<file path="src/rtl/nibble_serial_adder.sv">
// Multi-cycle WIDTH-bit add/subtract built around one 4-bit carry-lookahead stage, low nibble first.
// Optional saturation of overflowing results is enabled by defining NIBBLE_ADDER_SAT_EN.
module nibble_serial_adder #(
    parameter int WIDTH = 16
) (
    input  logic             clk,
    input  logic             reset,
    input  logic             start,
    input  logic             sub,
    input  logic [WIDTH-1:0] a,
    input  logic [WIDTH-1:0] b,
    output logic             busy,
    output logic             done,
    output logic [WIDTH-1:0] result,
    output logic             carry,
    output logic             overflow,
    output logic             zero,
    output logic             negative
);

    localparam int NIBBLES = WIDTH / 4;
    localparam int CNT_W   = (NIBBLES > 1) ? $clog2(NIBBLES) : 1;
    localparam logic [CNT_W-1:0] LAST_NIB = CNT_W'(NIBBLES - 1);

    typedef enum logic [1:0] {
        IDLE,
        RUN,
        DONE
    } state_t;

    state_t           state_q, state_d;
    logic [WIDTH-1:0] opa_q, opa_d;
    logic [WIDTH-1:0] opb_q, opb_d;
    logic             cin_q, cin_d;
    logic [CNT_W-1:0] cnt_q, cnt_d;
    logic [WIDTH-1:0] acc_q, acc_d;
    logic [WIDTH-1:0] result_q, result_d;
    logic             carry_q, carry_d;
    logic             overflow_q, overflow_d;
    logic             zero_q, zero_d;
    logic             negative_q, negative_d;

    logic [3:0]       nib_a, nib_b, nib_g, nib_p, nib_c, nib_sum;
    logic             nib_cout;
    logic [WIDTH-1:0] acc_next, final_val;
    logic             ovf_raw;

    // Single 4-bit carry-lookahead stage fed by the nibble selected by the counter
    always_comb begin
        nib_a = opa_q[{cnt_q, 2'b00} +: 4];
        nib_b = opb_q[{cnt_q, 2'b00} +: 4];
        nib_g = nib_a & nib_b;
        nib_p = nib_a ^ nib_b;
        nib_c[0] = cin_q;
        nib_c[1] = nib_g[0] | (nib_p[0] & nib_c[0]);
        nib_c[2] = nib_g[1] | (nib_p[1] & nib_g[0]) | (nib_p[1] & nib_p[0] & nib_c[0]);
        nib_c[3] = nib_g[2] | (nib_p[2] & nib_g[1]) | (nib_p[2] & nib_p[1] & nib_g[0])
                 | (nib_p[2] & nib_p[1] & nib_p[0] & nib_c[0]);
        nib_cout = nib_g[3] | (nib_p[3] & nib_g[2]) | (nib_p[3] & nib_p[2] & nib_g[1])
                 | (nib_p[3] & nib_p[2] & nib_p[1] & nib_g[0])
                 | (nib_p[3] & nib_p[2] & nib_p[1] & nib_p[0] & nib_c[0]);
        nib_sum  = nib_p ^ nib_c;
    end

    // On the last nibble nib_c[3] is the carry into the MSB
    always_comb begin
        acc_next = acc_q;
        acc_next[{cnt_q, 2'b00} +: 4] = nib_sum;
        ovf_raw   = nib_cout ^ nib_c[3];
        final_val = acc_next;
`ifdef NIBBLE_ADDER_SAT_EN
        if (ovf_raw) begin
            final_val = opa_q[WIDTH-1] ? {1'b1, {(WIDTH-1){1'b0}}} : {1'b0, {(WIDTH-1){1'b1}}};
        end
`endif
    end

    always_comb begin
        state_d    = state_q;
        opa_d      = opa_q;
        opb_d      = opb_q;
        cin_d      = cin_q;
        cnt_d      = cnt_q;
        acc_d      = acc_q;
        result_d   = result_q;
        carry_d    = carry_q;
        overflow_d = overflow_q;
        zero_d     = zero_q;
        negative_d = negative_q;
        case (state_q)
            IDLE, DONE: begin
                if (start) begin
                    // Subtraction is a + ~b + 1, the +1 entering as the initial carry
                    opa_d   = a;
                    opb_d   = sub ? ~b : b;
                    cin_d   = sub;
                    cnt_d   = '0;
                    state_d = RUN;
                end else begin
                    state_d = IDLE;
                end
            end
            RUN: begin
                acc_d = acc_next;
                cin_d = nib_cout;
                cnt_d = cnt_q + 1'b1;
                if (cnt_q == LAST_NIB) begin
                    cnt_d      = '0;
                    state_d    = DONE;
                    result_d   = final_val;
                    carry_d    = nib_cout;
                    overflow_d = ovf_raw;
                    zero_d     = (final_val == '0);
                    negative_d = final_val[WIDTH-1];
                end
            end
            default: state_d = IDLE;
        endcase
    end

    always_ff @(posedge clk or posedge reset) begin
        if (reset) begin
            state_q    <= IDLE;
            opa_q      <= '0;
            opb_q      <= '0;
            cin_q      <= 1'b0;
            cnt_q      <= '0;
            acc_q      <= '0;
            result_q   <= '0;
            carry_q    <= 1'b0;
            overflow_q <= 1'b0;
            zero_q     <= 1'b0;
            negative_q <= 1'b0;
        end else begin
            state_q    <= state_d;
            opa_q      <= opa_d;
            opb_q      <= opb_d;
            cin_q      <= cin_d;
            cnt_q      <= cnt_d;
            acc_q      <= acc_d;
            result_q   <= result_d;
            carry_q    <= carry_d;
            overflow_q <= overflow_d;
            zero_q     <= zero_d;
            negative_q <= negative_d;
        end
    end

    assign busy     = (state_q == RUN);
    assign done     = (state_q == DONE);
    assign result   = result_q;
    assign carry    = carry_q;
    assign overflow = overflow_q;
    assign zero     = zero_q;
    assign negative = negative_q;

endmodule

</file>
<file path="config.mk">
export PLATFORM = sky130hd
export DESIGN_NAME = nibble_serial_adder
export DESIGN_NICKNAME = d
export VERILOG_FILES = /design/src/rtl/nibble_serial_adder.sv
export SDC_FILE = /design/constraint.sdc
export NUM_CORES = 1
export LEC_CHECK = 0
export CAP_MARGIN = 20
export CORE_ASPECT_RATIO = 0.9
export CORE_MARGIN = 1
export CORE_UTILIZATION = 45
export CTS_CLUSTER_DIAMETER = 60
export DETAILED_ROUTE_END_ITERATION = 6
export HOLD_SLACK_MARGIN = 0.06
export PLACE_DENSITY = 0.69
export RECOVER_POWER = 25
export SETUP_SLACK_MARGIN = 0.3
export SLEW_MARGIN = 20
export SYNTH_ARGS = -nofsm -noshare
export SYNTH_HDL_FRONTEND = slang
export SYNTH_SLANG_ARGS = --single-unit
</file>
<file path="constraint.sdc">
create_clock -name clk -period 4.1 [get_ports clk]
set_clock_uncertainty 0.1 [all_clocks]
set_input_delay 0.41 -clock clk [delete_from_list [all_inputs] [get_ports clk]]
set_output_delay 0.41 -clock clk [all_outputs]
set_load 0.02 [all_outputs]
</file>
Yosys cells after proc, flatten, opt, wreduce, memory -nomap -nowiden
Cells that the tools add are included.
{ "totals": {"regBits": 73, "latch_bits": 0, "mem_bits_rw": 0, "mem_bits_ro": 0, "input_bits": 36, "output_inout_bits": 22, "wordCells": 70, "mem_count": 0} }
{ "classes": {"n_addsub": 2, "mul": 0, "div": 0, "order_cmp": 0, "n_eq_ne": 5, "n_shift": 4, "n_mux": 10, "bitwise_logic": 31, "n_reduce_logical": 7} }
{ "ops": {"columns": ["operator", "count"], "rows": [
  ["$shiftx A16 B5 Y4", 2],
  ["$and A1 B1 Y1", 16],
  ["$bwmux W16", 1],
  ["$logic_not A16 Y1", 1],
  ["$mux W16", 1],
  ["$not A16 Y16", 1],
  ["$shift A4 B6 Y16 const A", 1],
  ["$shiftx A4 B6 Y16", 1],
  ["$or A1 B1 Y1", 10],
  ["$pmux W2 S2", 2],
  ["$xor A4 B4 Y4", 2],
  ["$mux W2", 3],
  ["$neg A4 Y6", 1],
  ["$reduce_and A2 Y1", 3],
  ["$and A4 B4 Y4", 1],
  ["$eq A2 B2 Y1 const B", 2],
  ["$add A2 B1 Y2 const B", 1],
  ["$eq A2 B1 Y1 const B", 1],
  ["$logic_not A2 Y1", 1],
  ["$mux W1", 2],
  ["$ne A2 B1 Y1 const B", 1],
  ["$ne A2 B2 Y1 const B", 1],
  ["$pmux W1 S2", 1],
  ["$reduce_bool A2 Y1", 1],
  ["other kinds (2)", 2]
]} }

Depth between registers and ports, before layout
Gate-level depths: netlist (run 1).
{ "depth": {"word_depth": 10, "depth_mapped": 10, "depth_no_buf": 7} }

Least setup slack after synthesis (run 1)
No wires, ideal clock.
{ "synth_timing": {"kind": "reg-to-reg", "start": "register cnt_q[0]", "end": "register zero_q (netlist: zero)", "setup_ns": 0.095, "arrival_time_ns": 2.885, "required_time_ns": 3.905, "slack_ns": 1.020, "stages_incl_launch_ff": 11, "path_buffers": 3, "synth_period_minus_slack_ns": 3.080, "cell_sequence": "dfrtp_1 > buf_2 > buf_2 > mux4_2 > ha_1 > buf_6 > a41o_4 > a21o_1 > a211o_1 > nand4bb_1 > o31ai_1"} }
{ "synth_between": {"elab_chain_len": 10, "elab_cells_between_ends": 27, "classes_between": "1 x add/sub; 1 x eq/ne; 4 x shift; 1 x mux; 18 x bitwise; 2 x reduce/logical"} }
{ "synth_rtl": {"columns": ["element", "line", "text"], "rows": [
  ["start: declaration", "35", "logic [CNT_W-1:0] cnt_q, cnt_d;"],
  ["start signal: assignment", "139", "cnt_q <= cnt_d;"],
  ["$shiftx A16 B5 Y4, on equally long branches", "50, 51", null],
  ["$xor A4 B4 Y4 or $and A4 B4 Y4 (tied branches)", "53, 52", null],
  ["$and A1 B1 Y1, on equally long branches", "57, 58", null],
  ["$or A1 B1 Y1, or another cell as far along", "57", "nib_c[3] = nib_g[2] | (nib_p[2] & nib_g[1]) | (nib_p[2] & nib_p[1] & nib_g[0])"],
  ["$or A1 B1 Y1 or $and A1 B1 Y1 (tied branches)", "57, 58", null],
  ["$or A1 B1 Y1", "58", "| (nib_p[2] & nib_p[1] & nib_p[0] & nib_c[0]);"],
  ["$xor A4 B4 Y4", "62", "nib_sum = nib_p ^ nib_c;"],
  ["$shiftx A4 B6 Y16", "68", "acc_next[{cnt_q, 2'b00} +: 4] = nib_sum;"],
  ["$bwmux W16", "68", null],
  ["$logic_not A16 Y1", "113", "zero_d = (final_val == '0);"],
  ["end signal: assignment", "144", "zero_q <= zero_d;"],
  ["end: declaration", "40", "logic zero_q, zero_d;"]
]} }
Parallel ways exist; a longest one is shown, timed or not.
A chain may end at the register's enable or synchronous reset.

Worst setup path in the final report (run 1)
Same ends and word-level chain as after synthesis.

==> reports/results.txt, run 1 <==
status - completed
Syn Std Cell Area - 3650 sq um
row cnt - 30
Main synth FF type - dfrtp_1
# resized after CTS - 0
antenna fix cells - 0
Starting Density - 47.5%
final setup vio count - 0
mux cell area share after synthesis - 5.55%
Min Hold Slack - 0.379 ns
cts hold-fix bufs - 0
vias in the first global route - 2780
Critical Path RT - 4.25 ns
crit start category - flop
initial antenna violation count - 0
CP arrival - 3.61 ns
Post-CTS Repair Setup Buffers - 0
total clock sinks - 72
power per standard cell area - 859 nW/um^2
Initial DRC Count - 217
fin nets - 469
Net Sw Frac - 43.1%
post-synthesis cell type count - 42
clock latency at the later pin of the worst-skew pair - 0.36 ns
Synth Area in XOR/XNOR - 5.03%
Synth Area in Compound Gates - 15.2%
first drt pass iteration count - 4
Relative slew margins - 28.7%
fraction of registers with async set/reset - 100%
Worst-path clk slew - 0.07 ns
Antenna Nets Post-Route - 0
Tightest Pin Transition - 1.07 ns
Yosys reg bits - 72
Peak VDD IR - 0.390 mV
fin crit share - 84.4%
Lkg Pwr - 2.04 nW
CP Class - reg2reg
height of the die - 87.5 microns
Post-Synth Adder-Cell Area - 4.32%
YS warnings - 0
Core ar. - 7690 sq um
Max clock buf depth - 2
sw power - 1.67 mW
Final Hold Vio Count - 0
power share of the combinational group - 52.0%
largest family of logic cells by synthesized area - simple AND/OR/NAND/NOR gates
largest net degree at the start of global routing - 50
Ports - 58
area delta synth->final - 23.3%
HPWL after DPL - 5.77 mm
Post-Synth Simple-Gate Area - 17.1%
final critical-path required period - 3.46 ns
Hold/Removal Path Class - reg2reg
max_cap viols - 0
share of power burned in registers - 31.8%
IO Port Bufs - 57
drt via density - 5.39
CP endpoint kind - flop
share of total power in the clock network - 16.2%
Avg Inst Size Synth - 9.90 sq um
drt drc - 0
routed len/inst - 15.0 microns
RSZ-0062 raised after global routing - false
Fmax achieved - 289 MHz
Root Driver - clkbuf_8
Final TNS setup - 0 ns
Remaining Overflow, GRT - 0
Syn Inst Count - 369
cell-internal power - 2.20 mW
post-synthesis sequential area ratio - 49.3%
Die Span X - 97.0 microns
Via Count - 2816
routed wire length - 7.84 mm
Critical Path Fanout Max - 21
DIE AREA - 8480 sq um
Final Core Density - 58.5%
Tot GR Track Use - 21.1%
GPL Wtd Cong - 0.895
Post-synth EDFFs - 0
first-pass GRT wire length - 13.9 mm
layout cells sized above 1 - 7.28%
CTS tree - built
final number of max-transition violations - 0
syn nets - 417
CTS Buf Count - 9
CTS H-Tree Depth - 3
==> synth_stat cells, types with 2 or more instances <==
library cell | n | area share (%)
nand2_1 | 101 | 10
dfrtp_1 | 72 | 49
o21ai_0 | 42 | 5.8
xnor2_1 | 20 | 4.8
clkbuf_1 | 15 | 1.5
nor2b_1 | 15 | 2.6
ha_1 | 11 | 3.8
inv_1 | 9 | 0.92
a21oi_1 | 8 | 1.1
mux4_2 | 8 | 4.9
nor2_1 | 8 | 0.82
a2111oi_0 | 5 | 1.2
a22o_1 | 5 | 1.2
a21o_1 | 4 | 0.82
buf_2 | 4 | 0.55
a211oi_1 | 3 | 0.62
a22oi_1 | 3 | 0.62
a32o_1 | 3 | 0.82
nand4bb_1 | 3 | 0.92
a211o_1 | 2 | 0.48
a31oi_1 | 2 | 0.34
and2_1 | 2 | 0.34
mux2_2 | 2 | 0.62
nand2b_1 | 2 | 0.34
nor3b_1 | 2 | 0.41
o31ai_1 | 2 | 0.41
==> metrics by stage <==
stage	power [mW]	instance area (sq um)	worst slack, ns	std cells
CTS	3.88	4510	0.610	522
floorplan	2.68	3650	1.02	369
global placement	3.19	4290	0.778	506
global route	4.16	4500	0.343	522
detailed placement	3.25	4290	0.650	506
finish	3.87	4500	0.639	522
==> cells by family (layout without fill, tap and decap cells) <==
logic type	count (synthesis)	after routing
and+or+nand+nor	139	139
AOI/OAI and AO/OA	85	85
DFF	72	72
buffers and inverters	30	87
xor gates and xnor gates	21	21
adders and majority gates	12	12
muxes	10	10
==> routing by layer <==
layer	wire [microns]	global-route usage, %
met2	3350	30.7
met3	320	4.57
met1	4030	30.7
met4	146	9.09
met5	0	0
==> placed cells by master (no fill, tap or decap), types with 5 or more instances in the layout <==
cell	instances
a2111oi_0	5
a21oi_1	8
a22o_1	5
clkbuf_8	10
clkdlybuf4s50_1	56
dfrtp_1	72
ha_1	11
inv_1	9
mux4_2	8
nand2_1	101
nor2_1	8
nor2b_1	15
o21ai_0	42
xnor2_1	20
==> final timing paths <==
check	start	endpoint	slack (ns)	depth (start not counted)
max	cnt_q[0]	zero	0.64	7
min	opa_q[5]	opa_q[5]	0.38	2
max reg2reg	cnt_q[0]	zero	0.64	7
min reg2reg	opa_q[5]	opa_q[5]	0.38	2
max in group asynchronous	reset	opb_q[0]	2.02	3
min in group asynchronous	reset	opa_q[4]	0.66	2
==> sequential cells by signal (all words and copies together) (netlist names) <==
signal    flops
carry         1
acc_q        16
cin_q         1
opb_q        16
opa_q        16
cnt_q         2
result       16
zero          1
state_q       2
overflow      1
==> power by group through the flow <==
stage	clock, mW	combinational [mW]	sequential (mW)
CTS	0.635	2.01	1.23
global placement	0	1.95	1.24
floorplan	0	1.46	1.22
global route	0.669	2.22	1.28
finish	0.626	2.01	1.23
detailed placement	0	2.01	1.24
==> layout make-up <==
type | count | area (sq um)
Clock buffer | 10 | 138
Clock inverter | 6 | 82.6
Fill cell | 671 | 3190
Inverter | 9 | 33.8
Multi-Input combinational cell | 267 | 1720
Sequential cell | 72 | 1800
Tap cell | 96 | 120
Timing Repair Buffer | 62 | 604
==> worst max-delay path, cell delays in order, from the launching register on <==
cell and delay, ns:
dfrtp_1 0.88, mux4_2 0.60, ha_1 0.43, a41o_4 0.32
a21o_1 0.19, a211oi_1 0.42, nand4bb_1 0.15, o31ai_1 0.27
No activity file was read; power rests on OpenSTA's default activity.
==> run 2: changes to the inputs <==
- clock period: 4.1 -> 3.6 ns (I/O delays scaled with it)
==> run 2 against run 1 <==
Effect of this change: the run now ends with max-capacitance violations, max-slew violations left; first-iteration DRC count is 2.3% higher; sequential share of layout area hardly changed; sequential cell count stayed put; worst hold slack got worse by 0.0062 ns; critical path depth stayed put; global-route usage shrank 0.64 points; utilization up 0.098 points; largest cell class unchanged; largest power group unchanged; highest routed layer unchanged.
==> reports/results.txt, run 2 (synthesized netlist as in run 1, its figures left out) <==
status - complete, but fails checks
violated checks - max-capacitance violations, max-slew violations
FF-to-FF setup slack - 0.55 ns (-0.08 ns)
CTS H-Tree Depth - 3 (unchanged)
Remaining Overflow, GRT - 0 (unchanged)
Final Core Density - 58.6% (+0.098 points)
Hold EP - acc_q[7]
Relative slew margins - -18.0% (-47 points)
initial antenna violation count - 0 (unchanged)
Hold/Removal Path Class - reg2reg
RSZ-0062 raised after global routing - false
CP arrival - 3.19 ns (-0.42 ns)
HP Start - acc_q[7]
Tightest Pin Transition - 1.77 ns (+0.701 ns)
Min Hold Slack - 0.373 ns (-0.00620 ns)
Final TNS setup - 0 ns (unchanged)
area delta synth->final - 23.5%
IO Port Bufs - 57 (unchanged)
drt via density - 5.34 (-0.95%)
Core ar. - 7690 sq um (unchanged)
Antenna Nets Post-Route - 0 (unchanged)
CTS Buf Count - 9 (unchanged)
Worst R2R End - zero
height of the die - 87.5 microns (unchanged)
antenna fix cells - 0 (unchanged)
DIE AREA - 8480 sq um (unchanged)
CTS tree - built
Crit-path slowest cell - dfrtp_1
vias in the first global route - 2720 (-2.2%)
largest net degree at the start of global routing - 50 (unchanged)
routed len/inst - 15.1 microns (+0.80%)
Initial DRC Count - 222 (+2.3%)
HPWL after DPL - 5.90 mm (+2.3%)
first-pass GRT wire length - 13.4 mm (-3.8%)
Fmax achieved - 328 MHz (+14%)
Critical Path RT - 3.75 ns (-0.50 ns)
row cnt - 30 (unchanged)
Via Count - 2800 (-0.57%)
final setup vio count - 0 (unchanged)
final number of max-transition violations - 50 (+50)
Critical Path Fanout Max - 13 (-38%)
Tot GR Track Use - 20.5% (-0.64 points)
cts hold-fix bufs - 0 (unchanged)
fin nets - 471 (+0.43%)
Tot Pwr - 4.35 mW (+12%)
Starting Density - 47.5% (unchanged)
drt drc - 0 (unchanged)
first drt pass iteration count - 4 (unchanged)
Ports - 58 (unchanged)
total clock sinks - 72 (unchanged)
Die Span X - 97.0 microns (unchanged)
GPL Wtd Cong - 0.862 (-3.7%)
Non-Filler Instances - 524 (+0.38%)
Max clock buf depth - 2 (unchanged)
final critical-path required period - 3.05 ns (-0.415 ns)
worst r2r path cells - 7 (unchanged)
Peak VDD IR - 0.415 mV (+6.3%)
Root Driver - clkbuf_8
layout cells sized above 1 - 7.48% (+0.20 points)
CP endpoint kind - flop
routed wire length - 7.94 mm (+1.2%)
slowest stage delay, CP - 0.67 ns (-0.21 ns)
Lkg Pwr - 2.05 nW (+0.27%)
most frequent cells in the layout - nand2_1 (101), dfrtp_1 (71), clkdlybuf4s50_1 (56)
power per standard cell area - 964 nW/um^2 (+12%)
CP Class - reg2reg
crit-path cells - mux4_2 -> ha_1 -> a41o_4 -> a21o_1 -> a211oi_1 -> o221ai_1 -> o31ai_1
fin crit share - 84.6% (+0.19 points)
most common cell after layout, fill and taps aside - nand2_1
DP Cell Count - 508 (+0.40%)
crit start category - flop
Worst Path Buf+Inv - 0 (unchanged)
Worst-path clk slew - 0.07 ns (about the same)
max_cap viols - 1 (+1)
hold depth - 2 (unchanged)
Final Hold Vio Count - 0 (unchanged)
clock latency at the later pin of the worst-skew pair - 0.34 ns (-0.02 ns)
reg2reg start - cnt_q[1]
Top delay family on crit path - compound AO/OA/AOI/OAI gates
run 2: cell count changes in the layout (fill, tap and decap cells not counted), sizes merged:
cell | before | now
buf | 4 | 6
bufinv | 2 | 1
clkbuf | 11 | 14
clkinv | 3 | 2
clkinvlp | 1 | 0
run 2: layout make-up:
type                       count  area, sq um
clock buffer                  13          159
inverter                       9         33.8
clock inverter                 3         40.0
fill                         635         3180
multi-input combinational    267         1720
tap                           96          120
sequential                    72         1800
timing repair buffer          64          632
run 2: how the worst max path moves through the flow:
stage | start | to | slack [ns] | cells after the start
CTS | cnt_q[0] | zero | 0.45 | 7
global route | cnt_q[1] | zero | 0.37 | 7
finish | cnt_q[1] | zero | 0.55 | 7
detailed placement | cnt_q[0] | zero | 0.46 | 7
global placement | cnt_q[0] | zero | 0.62 | 7
floorplan | cnt_q[0] | zero | 0.52 | 10
run 2: where the power goes:
group          leakage [nW]  internal [mW]  switching (mW)
Sequential            0.935           1.15           0.235
Clock                 0.103          0.356           0.286
Combinational          1.01          0.973            1.35
run 2: tightest hold or removal path, delay by kind of cell (launching register included):
family | cells | cell delay (ns)
and+or+nand+nor | 2 | 0.10
DFF | 1 | 0.34
run 2: routing by layer:
metal  track usage (%)  vias to the layer above  share of wire, %
met5                 0                        -                 0
met4              9.36                        0               1.7
met2              28.9                       87                42
li1                  -                     1382                 -
met1              30.0                     1320                51
met3              4.65                       11               5.6
run 2: what timing repair did:
action,CTS,global route
hold endpoints to repair,0,0
buffers inserted,0,0
gates resized for setup,0,1
setup endpoints to repair,0,1
run 2: through the flow:
stage	area [sq um]	worst slack (ns)
5_1_grt	4510	0.372
3_5_place_dp	4310	0.464
4_1_cts	4510	0.445
3_3_place_gp	4310	0.617
6_report	4510	0.554
2_1_floorplan	3650	0.520
==> run 3: changes to the inputs <==
- clock period: 3.6 -> 3.1 ns (I/O delays scaled with it)
==> run 3 against run 2 <==
Effect of this change: clock power up 28%; largest cell class is now multi-input gates; critical path depth rose by 1; the run still ends with max-capacitance violations, max-slew violations left; first-iteration DRC count decreased by 41%; worst hold slack gained 0.0049 ns; fmax is 8.2% higher; highest routed layer unchanged; power is 33% higher; combinational power grew 45%; final cell count is 3.4% higher; sequential power increased by 15%.
==> reports/results.txt, run 3 (synthesized netlist as in run 1, its figures left out) <==
Peak VDD IR - 0.539 mV (+30%)
height of the die - 87.5 microns (unchanged)
crit start category - flop
Final Core Density - 61.9% (+3.3 points)
Relative slew margins - -15.1% (+2.9 points)
Layout fillers - 632 (-0.47%)
largest net degree at the start of global routing - 49 (-2.0%)
final number of max-transition violations - 49 (-2.0%)
Crit-path slowest cell - mux4_2
power per standard cell area - 1210 nW/um^2 (+26%)
violated checks - max-capacitance violations, max-slew violations
fin nets - 489 (+3.8%)
Critical Path RT - 3.25 ns (-0.50 ns)
GPL Wtd Cong - 0.899 (+4.3%)
Tightest Pin Transition - 1.73 ns (-0.0439 ns)
Antenna Nets Post-Route - 0 (unchanged)
Storage cell area - 1800 sq um (about the same)
Starting Density - 47.5% (unchanged)
CTS Buf Count - 9 (unchanged)
Core ar. - 7690 sq um (unchanged)
Worst-path clk slew - 0.08 ns (about the same)
Tot Pwr - 5.77 mW (+33%)
Top delay family on crit path - compound AO/OA/AOI/OAI gates
DIE AREA - 8480 sq um (unchanged)
drt via density - 5.31 (-0.63%)
Tot GR Track Use - 21.0% (+0.47 points)
vias in the first global route - 2720 (unchanged)
Root Driver - clkbuf_8
Min Hold Slack - 0.378 ns (+0.00495 ns)
routed wire length - 8.18 mm (+3.0%)
crit-path cells - buf_6 -> mux4_2 -> ha_4 -> a41o_4 -> a21o_1 -> a211o_1 -> nand4bb_1 -> o31ai_1
layout cells sized above 1 - 14.1% (+6.6 points)
Lkg Pwr - 2.14 nW (+4.5%)
Remaining Overflow, GRT - 0 (unchanged)
CP Class - reg2reg
total clock sinks - 72 (unchanged)
HPWL after DPL - 5.86 mm (-0.61%)
drt drc - 0 (unchanged)
status - complete, but fails checks
slowest stage delay, CP - 0.54 ns (-0.13 ns)
Worst Path Buf+Inv - 1 (+1)
row cnt - 30 (unchanged)
Critical Path Fanout Max - 6 (-7)
CTS tree - built
final setup vio count - 0 (unchanged)
CP arrival - 2.97 ns (-0.22 ns)
area delta synth->final - 30.3%
RSZ-0062 raised after global routing - true
most common cell after layout, fill and taps aside - nand2_1
cts hold-fix bufs - 0 (unchanged)
max_cap viols - 1 (unchanged)
first-pass GRT wire length - 13.8 mm (+2.8%)
Fmax achieved - 355 MHz (+8.2%)
Via Count - 2878 (+2.8%)
initial antenna violation count - 0 (unchanged)
final critical-path required period - 2.81 ns (-0.231 ns)
Hold/Removal Path Class - reg2reg
first drt pass iteration count - 4 (unchanged)
Final Hold Vio Count - 0 (unchanged)
IO Port Bufs - 57 (unchanged)
Ports - 58 (unchanged)
multi-input logic area - 1810 sq um (+5.1%)
CTS H-Tree Depth - 3 (unchanged)
CP endpoint kind - flop
Die Span X - 97.0 microns (unchanged)
most frequent cells in the layout - nand2_1 (101), dfrtp_1 (70), clkdlybuf4s50_1 (56)
routed len/inst - 15.1 microns (-0.37%)
fin crit share - 90.8% (+6.2 points)
Final TNS setup - 0 ns (unchanged)
clock latency at the later pin of the worst-skew pair - 0.34 ns (about the same)
antenna fix cells - 0 (unchanged)
Initial DRC Count - 130 (-41%)
Max clock buf depth - 2 (unchanged)
[run 3: changes by cell type in the layout (fill, tap and decap cells not counted), sizes merged]
cell	delta
clkinvlp	+2
clkinv	-1
clkbuf	-1
buf	+17
bufinv	+1
[run 3: what timing repair did]
action	CTS	global route
setup buffers	1	5
pin swaps	0	8
gates resized for setup	3	14
setup endpoints to repair	9	12
[run 3: worst min-delay path: cells and delay by family, from the launching register on]
family,cells,cell delay (ns)
DFF,1,0.34
AOI/OAI and AO/OA,1,0.06
and+or+nand+nor,1,0.04
[run 3: area by class of cell]
cell class	instances	area share, %
clock buffer	11	2.97
clock inverter	5	1.68
inverter	9	0.709
multi-input combinational	267	38.0
sequential	72	37.9
tap	96	2.52
timing repair buffer	82	16.2
[run 3: final timing paths]
kind	to	slack, ns	startpoint	cells past startpoint
worst max-delay path	zero	0.29	cnt_q[0]	8
worst min-delay path	opb_q[15]	0.38	opb_q[15]	2
worst max register to register	zero	0.29	cnt_q[0]	8
worst min register to register	opb_q[15]	0.38	opb_q[15]	2
max in group asynchronous	result[9]	0.66	reset	3
min in group asynchronous	opa_q[3]	0.67	reset	2
[run 3: routing by layer]
metal	GRT usage, %	up-vias	wire length (microns)
li1	-	1412	-
met1	30.4	1375	4090
met2	31.4	77	3580
met3	4.41	14	387
met4	6.92	0	122
met5	0	-	0
[run 3: power by group]
group	internal, mW	switching, mW	total [mW]
sequential	1.33	0.253	1.59
clock	0.474	0.348	0.822
combinational	1.56	1.81	3.36
[run 3: through the flow]
stage	worst slack [ns]	cells	area, sq um
after global routing	0.184	542	4760
after global placement	0.138	520	4430
final	0.286	542	4760
after CTS	0.272	537	4660
after floorplan	0.242	369	3690
after detailed placement	0.0880	520	4430
